--- config.mk ---
export PLATFORM = sky130hd
export DESIGN_NAME = ggt_batch_ctrl_flat
export DESIGN_NICKNAME = d
export VERILOG_FILES = /design/src/rtl/ggt_batch_ctrl_if.sv /design/src/rtl/ggt_batch_ctrl.sv /design/src/flat_wrapper.sv
export SDC_FILE = /design/constraint.sdc
export NUM_CORES = 1
export LEC_CHECK = 0
export BUFFER_PORTS_ARGS = -buffer_cell sky130_fd_sc_hd__buf_2
export CAP_MARGIN = 20
export CORE_AREA = 2 2 87 89
export CTS_CLUSTER_DIAMETER = 100
export DETAILED_ROUTE_END_ITERATION = 8
export DIE_AREA = 0 0 89 91
export PLACE_DENSITY = 0.85
export SLEW_MARGIN = 20
export SYNTH_ARGS = -nofsm -noshare
export SYNTH_HDL_FRONTEND = slang
export SYNTH_SLANG_ARGS = --single-unit
--- constraint.sdc ---
create_clock -name clk -period 4.1 [get_ports clk]
set_input_delay 0.41 -clock clk [delete_from_list [all_inputs] [get_ports clk]]
set_output_delay 0.41 -clock clk [all_outputs]
set_load 0.01 [all_outputs]
--- src/rtl/ggt_batch_ctrl_if.sv ---
// Signal bundle between the batch controller and its environment: operand ROM
// read port, ggt_top start/valid handshake and result RAM write port.
interface ggt_batch_ctrl_if #(
  parameter int DATA_W = 16,
  parameter int ADDR_W = 8
);
  logic                  run_i;
  logic [ADDR_W-1:0]     rd_addr_o;
  logic [2*DATA_W-1:0]   rd_data_i;
  logic [DATA_W-1:0]     zahl1_o;
  logic [DATA_W-1:0]     zahl2_o;
  logic                  start_o;
  logic                  valid_i;
  logic [DATA_W-1:0]     ergebnis_i;
  logic [ADDR_W-1:0]     wr_addr_o;
  logic [DATA_W-1:0]     wr_data_o;
  logic                  wr_en_o;
  logic                  busy_o;
  logic                  done_o;
  logic                  error_o;
  logic [ADDR_W:0]       count_o;

  modport master (
    input  run_i, rd_data_i, valid_i, ergebnis_i,
    output rd_addr_o, zahl1_o, zahl2_o, start_o, wr_addr_o, wr_data_o,
           wr_en_o, busy_o, done_o, error_o, count_o
  );

  modport slave (
    output run_i, rd_data_i, valid_i, ergebnis_i,
    input  rd_addr_o, zahl1_o, zahl2_o, start_o, wr_addr_o, wr_data_o,
           wr_en_o, busy_o, done_o, error_o, count_o
  );
endinterface

--- src/rtl/ggt_batch_ctrl.sv ---
// Batch controller around ggt_top: fetches operand pairs from a synchronous ROM,
// runs each through ggt_top (or short-cuts zero operands) and writes results to RAM.
module ggt_batch_ctrl #(
  parameter int DATA_W  = 16,
  parameter int ADDR_W  = 8,
  parameter int N_PAIRS = 16,
  parameter int TIMEOUT = 4095
) (
  input  logic            clk,
  input  logic            rst_i,
  ggt_batch_ctrl_if.master bus
);

  localparam int TO_W = (TIMEOUT > 1) ? $clog2(TIMEOUT) : 1;

  typedef enum logic [2:0] {
    IDLE, FETCH, LOAD, ISSUE, GUARD, WAIT, WRITE, DONE
  } state_t;

  state_t              state;
  logic [ADDR_W-1:0]   idx;
  logic [ADDR_W:0]     count;
  logic [TO_W-1:0]     to_cnt;
  logic [DATA_W-1:0]   zahl1;
  logic [DATA_W-1:0]   zahl2;
  logic [DATA_W-1:0]   wr_data;
  logic                start;
  logic                wr_en;
  logic                busy;
  logic                done;
  logic                error;
  logic [DATA_W-1:0]   rd_hi;
  logic [DATA_W-1:0]   rd_lo;

  assign rd_hi = bus.rd_data_i[2*DATA_W-1:DATA_W];
  assign rd_lo = bus.rd_data_i[DATA_W-1:0];

  always_ff @(posedge clk) begin
    if (rst_i) begin
      state   <= IDLE;
      idx     <= '0;
      count   <= '0;
      to_cnt  <= '0;
      zahl1   <= '0;
      zahl2   <= '0;
      wr_data <= '0;
      start   <= 1'b0;
      wr_en   <= 1'b0;
      busy    <= 1'b0;
      done    <= 1'b0;
      error   <= 1'b0;
    end else begin
      start <= 1'b0;
      wr_en <= 1'b0;
      done  <= 1'b0;
      case (state)
        IDLE: begin
          if (bus.run_i) begin
            idx   <= '0;
            count <= '0;
            error <= 1'b0;
            busy  <= 1'b1;
            state <= FETCH;
          end
        end
        FETCH: state <= LOAD;
        LOAD: begin
          zahl1 <= rd_hi;
          zahl2 <= rd_lo;
          // ggT(a,0)=a and ggT(0,0)=0, so OR of the halves is the result.
          if (rd_hi == '0 || rd_lo == '0) begin
            wr_data <= rd_hi | rd_lo;
            wr_en   <= 1'b1;
            state   <= WRITE;
          end else begin
            start <= 1'b1;
            state <= ISSUE;
          end
        end
        ISSUE: state <= GUARD;
        GUARD: begin
          // valid_i may still be high from the previous pair here; never sample it.
          to_cnt <= '0;
          state  <= WAIT;
        end
        WAIT: begin
          if (bus.valid_i) begin
            wr_data <= bus.ergebnis_i;
            wr_en   <= 1'b1;
            state   <= WRITE;
          end else if (to_cnt == TO_W'(TIMEOUT - 1)) begin
            wr_data <= '1;
            wr_en   <= 1'b1;
            error   <= 1'b1;
            state   <= WRITE;
          end else begin
            to_cnt <= to_cnt + TO_W'(1);
          end
        end
        WRITE: begin
          count <= count + (ADDR_W + 1)'(1);
          if (idx == ADDR_W'(N_PAIRS - 1)) begin
            busy  <= 1'b0;
            done  <= 1'b1;
            state <= DONE;
          end else begin
            idx   <= idx + ADDR_W'(1);
            state <= FETCH;
          end
        end
        DONE: state <= IDLE;
        default: state <= IDLE;
      endcase
    end
  end

  // idx only changes on the way into FETCH, so it is valid as ROM and RAM address.
  assign bus.rd_addr_o = idx;
  assign bus.wr_addr_o = idx;
  assign bus.wr_data_o = wr_data;
  assign bus.wr_en_o   = wr_en;
  assign bus.zahl1_o   = zahl1;
  assign bus.zahl2_o   = zahl2;
  assign bus.start_o   = start;
  assign bus.busy_o    = busy;
  assign bus.done_o    = done;
  assign bus.error_o   = error;
  assign bus.count_o   = count;

endmodule

--- src/flat_wrapper.sv ---
// flat-port wrapper written by rule: the top's interface ports become plain ports
module ggt_batch_ctrl_flat 
#(
  parameter int DATA_W  = 16,
  parameter int ADDR_W  = 8,
  parameter int N_PAIRS = 16,
  parameter int TIMEOUT = 4095
)
  (clk, rst_i, bus_run_i, bus_rd_data_i, bus_valid_i, bus_ergebnis_i, bus_rd_addr_o, bus_zahl1_o, bus_zahl2_o, bus_start_o, bus_wr_addr_o, bus_wr_data_o, bus_wr_en_o, bus_busy_o, bus_done_o, bus_error_o, bus_count_o);
  ggt_batch_ctrl_if #(.DATA_W(DATA_W), .ADDR_W(ADDR_W)) bus_i ();
  input  logic clk;
  input  logic rst_i;
  input wire logic [$bits(bus_i.run_i)-1:0] bus_run_i;
  input wire logic [$bits(bus_i.rd_data_i)-1:0] bus_rd_data_i;
  input wire logic [$bits(bus_i.valid_i)-1:0] bus_valid_i;
  input wire logic [$bits(bus_i.ergebnis_i)-1:0] bus_ergebnis_i;
  output wire logic [$bits(bus_i.rd_addr_o)-1:0] bus_rd_addr_o;
  output wire logic [$bits(bus_i.zahl1_o)-1:0] bus_zahl1_o;
  output wire logic [$bits(bus_i.zahl2_o)-1:0] bus_zahl2_o;
  output wire logic [$bits(bus_i.start_o)-1:0] bus_start_o;
  output wire logic [$bits(bus_i.wr_addr_o)-1:0] bus_wr_addr_o;
  output wire logic [$bits(bus_i.wr_data_o)-1:0] bus_wr_data_o;
  output wire logic [$bits(bus_i.wr_en_o)-1:0] bus_wr_en_o;
  output wire logic [$bits(bus_i.busy_o)-1:0] bus_busy_o;
  output wire logic [$bits(bus_i.done_o)-1:0] bus_done_o;
  output wire logic [$bits(bus_i.error_o)-1:0] bus_error_o;
  output wire logic [$bits(bus_i.count_o)-1:0] bus_count_o;
  assign bus_i.run_i = bus_run_i;
  assign bus_i.rd_data_i = bus_rd_data_i;
  assign bus_i.valid_i = bus_valid_i;
  assign bus_i.ergebnis_i = bus_ergebnis_i;
  assign bus_rd_addr_o = bus_i.rd_addr_o;
  assign bus_zahl1_o = bus_i.zahl1_o;
  assign bus_zahl2_o = bus_i.zahl2_o;
  assign bus_start_o = bus_i.start_o;
  assign bus_wr_addr_o = bus_i.wr_addr_o;
  assign bus_wr_data_o = bus_i.wr_data_o;
  assign bus_wr_en_o = bus_i.wr_en_o;
  assign bus_busy_o = bus_i.busy_o;
  assign bus_done_o = bus_i.done_o;
  assign bus_error_o = bus_i.error_o;
  assign bus_count_o = bus_i.count_o;
  ggt_batch_ctrl #(.DATA_W(DATA_W), .ADDR_W(ADDR_W), .N_PAIRS(N_PAIRS), .TIMEOUT(TIMEOUT)) u_core (.clk(clk), .rst_i(rst_i), .bus(bus_i));
endmodule
# --- Word level (Yosys, flattened, before mapping) ---
# Index checks and enable logic that the tools add are counted.
totals:
  reg_bits: 85
  elab_cells: 83
  input_bits: 52
  out_inout_bits: 78
op_classes:
  n_reduce_logical: 17
  addsub: 3
  eq_ne: 17
  bitwise_logic: 3
  n_mux: 31
ops:
  columns: ["operator", "count"]
  rows:
  - ["16-bit two-way mux", 3]
  - ["16-bit zero test", 2]
  - ["16-bit case mux with 2 select lines", 1]
  - ["12-bit two-way mux", 2]
  - ["12-bit case mux with 2 select lines", 1]
  - ["3-bit case mux with 8 select lines", 1]
  - ["9-bit case mux with 2 select lines", 1]
  - ["8-bit two-way mux", 2]
  - ["16-bit OR", 1]
  - ["8-bit case mux with 2 select lines", 1]
  - ["3-bit two-way mux", 5]
  - ["12-bit by 1-bit adder with 12-bit output, second input constant", 1]
  - ["12-bit == test, second input constant", 1]
  - ["3-bit == test, second input constant", 4]
  - ["3-bit AND reduction", 4]
  - ["1-bit two-way mux", 10]
  - ["9-bit by 1-bit adder with 9-bit output, second input constant", 1]
  - ["9-bit two-way mux", 1]
  - ["8-bit by 1-bit adder with 8-bit output, second input constant", 1]
  - ["8-bit by 4-bit == test with 1-bit output, second input constant", 1]
  - ["2-bit inequality test, second input constant", 4]
  - ["2-bit nonzero test", 4]
  - ["3-bit by 2-bit == test with 1-bit output, second input constant", 2]
  - ["2-bit by 1-bit inequality test with 1-bit output, second input constant", 3]
  - ["9 further kinds", 14]

# --- Depth between registers and ports, before layout ---
depth:
  word_depth: 4
  ltp_mapped: 8
  depth_no_buf: 7

# --- Least setup slack after synthesis ---
# Ideal clock, no wire load.
synth_timing:
  path_type: "register to register"
  startpoint: "register u_core.to_cnt[0]"
  endpoint: "register u_core.wr_data[10], in the netlist u_core.bus.wr_data_o[10]"
  period_less_slack_ns: 1.804
  arrival_ns: 1.688
  n_path_buf: 2
  path_stages_with_launch: 9
  setup_ns: 0.117
  path_slack_ns: 2.296
  required_ns: 3.983
  cell_sequence: "dfxtp_1 > inv_1 > ha_1 > nand4_1 > o31a_1 > buf_6 > o221a_4 > buf_6 > a22o_1"
synth_via:
  elab_chain_cells: 3
synth_rtl:
  columns: ["element", "line_no", "rtl"]
  rows:
  - ["start: declaration", "ggt_batch_ctrl.sv:23", "logic [TO_W-1:0] to_cnt;"]
  - ["start signal: assignment", "ggt_batch_ctrl.sv:97", "to_cnt <= to_cnt + TO_W'(1);"]
  - ["12-bit == test", "ggt_batch_ctrl.sv:91", "end else if (to_cnt == TO_W'(TIMEOUT - 1)) begin"]
  - ["3-bit by 2-bit inequality test with 1-bit output (no source line)", null, null]
  - ["3-bit AND reduction (no source line)", null, null]
  - ["end signal: assignment", "ggt_batch_ctrl.sv:72", "wr_data <= rd_hi | rd_lo;"]
  - ["end signal: assignment", "ggt_batch_ctrl.sv:88", "wr_data <= bus.ergebnis_i;"]
  - ["end: declaration", "ggt_batch_ctrl.sv:26", "logic [DATA_W-1:0] wr_data;"]
# No other way between the ends.
# A chain may end at the register's enable or synchronous reset.

# --- Worst setup path after layout ---
layout_timing:
  startpoint: "register u_core.to_cnt[1]"
  endpoint: "register u_core.wr_data[11], in the netlist u_core.bus.wr_data_o[11]"
# Same word-level chain as after synthesis.

==> results.json <==
{
  "vdd_drop_max_mv": 0.200,
  "final-instance-count-excl-fill": 671,
  "groute.usage.overall_pct": 26.6,
  "ys_top_cells_by_count": "sky130_fd_sc_hd__dfxtp_1, sky130_fd_sc_hd__nand2_1, sky130_fd_sc_hd__a21oi_1",
  "global_route.overflow_total": 0,
  "start_util_pct": 53.3,
  "synth_nets": 515,
  "period_minus_slack_ns": 2.20,
  "drt-wirelength-per-cell_um": 16.3,
  "grt_most_used_layer": "met2",
  "yosys_warnings": 0,
  "crit_path_cell_trace": "ha_1 -> nand4_1 -> o31a_1 -> o32ai_4 -> a22o_1",
  "cellPowerDensity_mw_per_mm2": 396,
  "hpwl_mm": 7.98,
  "power_share_of_the_combinational_group_pct": 12.5,
  "flow.area_growth_from_synthesis_pct": 22.0,
  "path_clk_slew_ns": 0.09,
  "setup_repair_after_global_routing_missed_its_margin": "no",
  "clock-root-buffer": "sky130_fd_sc_hd__clkbuf_8",
  "cp-end-kind": "flop",
  "number_of_antenna_cells_inserted": 0,
  "port_buffers": 129,
  "ys_seq_elements": 85,
  "number_of_global_route_vias_before_repair": 3407,
  "path_class": "flop to flop",
  "nNetsFinal": 623,
  "place_inst": 655,
  "syn_avg_cell_area_um2": 8.29,
  "htree_levels": 3,
  "die_area_mm2": 0.00810,
  "critical_path.slowest_cell": "sky130_fd_sc_hd__o32ai_4",
  "top_level_ports": 130,
  "postCtsResizedCells": 0,
  "netlist_area_mm2": 0.00380,
  "setup_violations": 0,
  "r2r_setup_slack_ns": 1.90,
  "initial_antenna_violation_count": 0,
  "ys_seq_area_share_pct": 44.7,
  "sequentialPowerShare_pct": 47.9,
  "outcome": "complete, no violations",
  "post_cts_hold_buffer_count": 0,
  "syn_inst": 459,
  "drt-total-wl_mm": 10.9,
  "post_route_skew_ns": 0.0103,
  "die_h_um": 91,
  "grt_max_degree": 53,
  "met3_usage_pct": 4.73,
  "yosys_cell_types": 52,
  "grt.met1_usage_pct": 33.0,
  "clockPowerShare_pct": 39.6,
  "synthDominantAreaCellType": "sky130_fd_sc_hd__dfxtp_1",
  "met2_usage_pct": 43.6,
  "multi_input_area_mm2": 0.00183,
  "worstSkewPairLatency_ns": 0.36,
  "filler_cell_count": 653,
  "switching_power_mw": 0.477,
  "antenna_violating_nets_post_route": 0,
  "holdCritPathClass": "input port to flop",
  "cts_post_setup_buffers_inserted": 0,
  "proportion_of_register_bits_with_asynchronous_set_or_reset_after_synthesis_pct": 0,
  "internal_power_component_mw": 1.36,
  "core_area_mm2": 0.00714,
  "timing.slew.headroom_pct": 48.0,
  "critical_path_fanout_max": 17,
  "synth_edf_count": 0,
  "utilization_pct": 65.1,
  "numClockSinks": 85,
  "seqCellArea_mm2": 0.00170,
  "final-hold-violation-count": 0,
  "worst_pin_slew_ns": 0.778,
  "final_layout_size_suffix_gt1_share_pct": 28.1,
  "cts-buffers-inserted": 9,
  "setup.worst_path.start_class": "flop",
  "avgViaCountPerCell": 5.77,
  "setup-tns-final_ns": 0,
  "cp_slowest_stage_delay_ns": 0.68,
  "swShare_pct": 25.9,
  "cap_viol_max_count": 0,
  "achievable-frequency_mhz": 455,
  "tritoncts_clock_tree": "built",
  "drtIter0Drc": 255,
  "die_width_um": 89,
  "total_leakage_power_nw": 2.06,
  "period_utilisation_layout_pct": 53.7,
  "timing.critical_path.arrival_ns": 2.50,
  "num_rows": 31,
  "detailedRoute.firstPassIterationCount": 5,
  "ys_dominant_reg_cell": "sky130_fd_sc_hd__dfxtp_1",
  "clockBufferDepth": 2,
  "synth_top_cells_by_area": "sky130_fd_sc_hd__dfxtp_1, sky130_fd_sc_hd__nand2_1, sky130_fd_sc_hd__a21oi_1",
  "routabilityCongestion": 0.901,
  "grt_first_pass_wirelength_mm": 16.8,
  "total_count_of_max_transition_violations_in_the_final_report": 0,
  "worst_ep_required_time_ns": 4.40,
  "synth_top_area_share_pct": 44.7,
  "vias": 3870,
  "drc": 0
}
## kinds of logic after synthesis
kind of cell,count (synthesis),share of synthesized area [%]
DFF,85,44.7
buffers and inverters,55,7.37
xor gates and xnor gates,12,2.76
AOI/OAI and AO/OA,102,17.5
and+or+nand+nor,198,25.5
muxes,3,0.855
adders and majority gates,4,1.32
## worst max-delay path, delay by kind of cell (launching register included)
family | cells | cell delay [ns]
simple gates | 1 | 0.17
compound gates | 3 | 1.37
flops | 1 | 0.40
fa+ha+maj | 1 | 0.20
## path summary, 6_finish.rpt
| kind | from | end | cells after the start |
|---|---|---|---|
| max | u_core.to_cnt[1]$_SDFFE_PP0P_ | u_core.bus.wr_data_o[11]$_SDFFE_PP0P_ | 5 |
| min | bus_rd_data_i[20] | u_core.bus.zahl1_o[4]$_SDFFE_PP0N_ | 3 |
| max reg2reg | u_core.to_cnt[1]$_SDFFE_PP0P_ | u_core.bus.wr_data_o[11]$_SDFFE_PP0P_ | 5 |
| min reg2reg | u_core.bus.zahl1_o[8]$_SDFFE_PP0N_ | u_core.bus.zahl1_o[8]$_SDFFE_PP0N_ | 2 |
## per-stage QoR
| stage | setup slack (ns) | hold slack, ns | instance area [um2] | total power, mW |
|---|---|---|---|---|
| 2_1_floorplan | 2.30 | 0.450 | 3800 | 1.03 |
| 3_3_place_gp | 1.86 | 0.439 | 4390 | 1.11 |
| 3_5_place_dp | 1.79 | 0.446 | 4390 | 1.12 |
| 4_1_cts | 1.77 | 0.292 | 4640 | 1.84 |
| 5_1_grt | 1.74 | 0.314 | 4640 | 1.91 |
| 6_report | 1.90 | 0.305 | 4640 | 1.84 |
## cells in the final DEF, fill, tap and decap left out, types with 2 or more instances in the layout
master	count
sky130_fd_sc_hd__nand2_2	2
sky130_fd_sc_hd__xnor2_1	2
sky130_fd_sc_hd__a22o_1	16
sky130_fd_sc_hd__nor2b_1	2
sky130_fd_sc_hd__nor2_1	25
sky130_fd_sc_hd__buf_4	2
sky130_fd_sc_hd__nor4_1	10
sky130_fd_sc_hd__bufinv_16	3
sky130_fd_sc_hd__clkbuf_8	10
sky130_fd_sc_hd__and3_1	9
sky130_fd_sc_hd__buf_2	129
sky130_fd_sc_hd__o21ai_0	7
sky130_fd_sc_hd__nand2_1	84
sky130_fd_sc_hd__o21a_1	2
sky130_fd_sc_hd__mux2_2	2
sky130_fd_sc_hd__and2_1	3
sky130_fd_sc_hd__a21oi_1	47
sky130_fd_sc_hd__a31oi_1	18
sky130_fd_sc_hd__ha_1	4
sky130_fd_sc_hd__nor3_1	18
sky130_fd_sc_hd__nand2b_1	2
sky130_fd_sc_hd__nand3_1	17
sky130_fd_sc_hd__nand3b_1	4
sky130_fd_sc_hd__or3_1	2
sky130_fd_sc_hd__nand4_1	5
sky130_fd_sc_hd__dfxtp_1	85
sky130_fd_sc_hd__and4_1	3
sky130_fd_sc_hd__xor2_1	10
sky130_fd_sc_hd__inv_1	21
sky130_fd_sc_hd__or2_2	2
sky130_fd_sc_hd__a211oi_1	2
## metal layers
layer | wire, um | vias to the layer above
li1 | - | 1820
met1 | 4360 | 1811
met2 | 5200 | 197
met3 | 950 | 42
met4 | 432 | 0
met5 | 0 | -
## registers in the layout, summed over array words and instances, names as in the netlist, 3 cells and up
signal and cells:
u_core.to_cnt 12, u_core.bus.count_o 9, u_core.state 3, u_core.bus.zahl1_o 16, u_core.bus.wr_data_o 16, u_core.bus.rd_addr_o 8
u_core.bus.zahl2_o 16
## cell type report
cell class	instances	area share [%]
repair buffers	131	14.2
clock inverters	5	2.29
clock buffers	11	3.05
multi-input cells	319	39.4
flip-flops and latches	85	36.6
well taps	99	2.67
inverters	21	1.70
## power groups by stage
stage,registers [mW],clock network (mW),logic (mW)
2_1_floorplan,0.902,0,0.132
4_1_cts,0.879,0.739,0.226
6_report,0.880,0.728,0.229
3_5_place_dp,0.899,0,0.225
5_1_grt,0.884,0.770,0.251
3_3_place_gp,0.896,0,0.218
No activity file was read; power rests on OpenSTA's default activity.
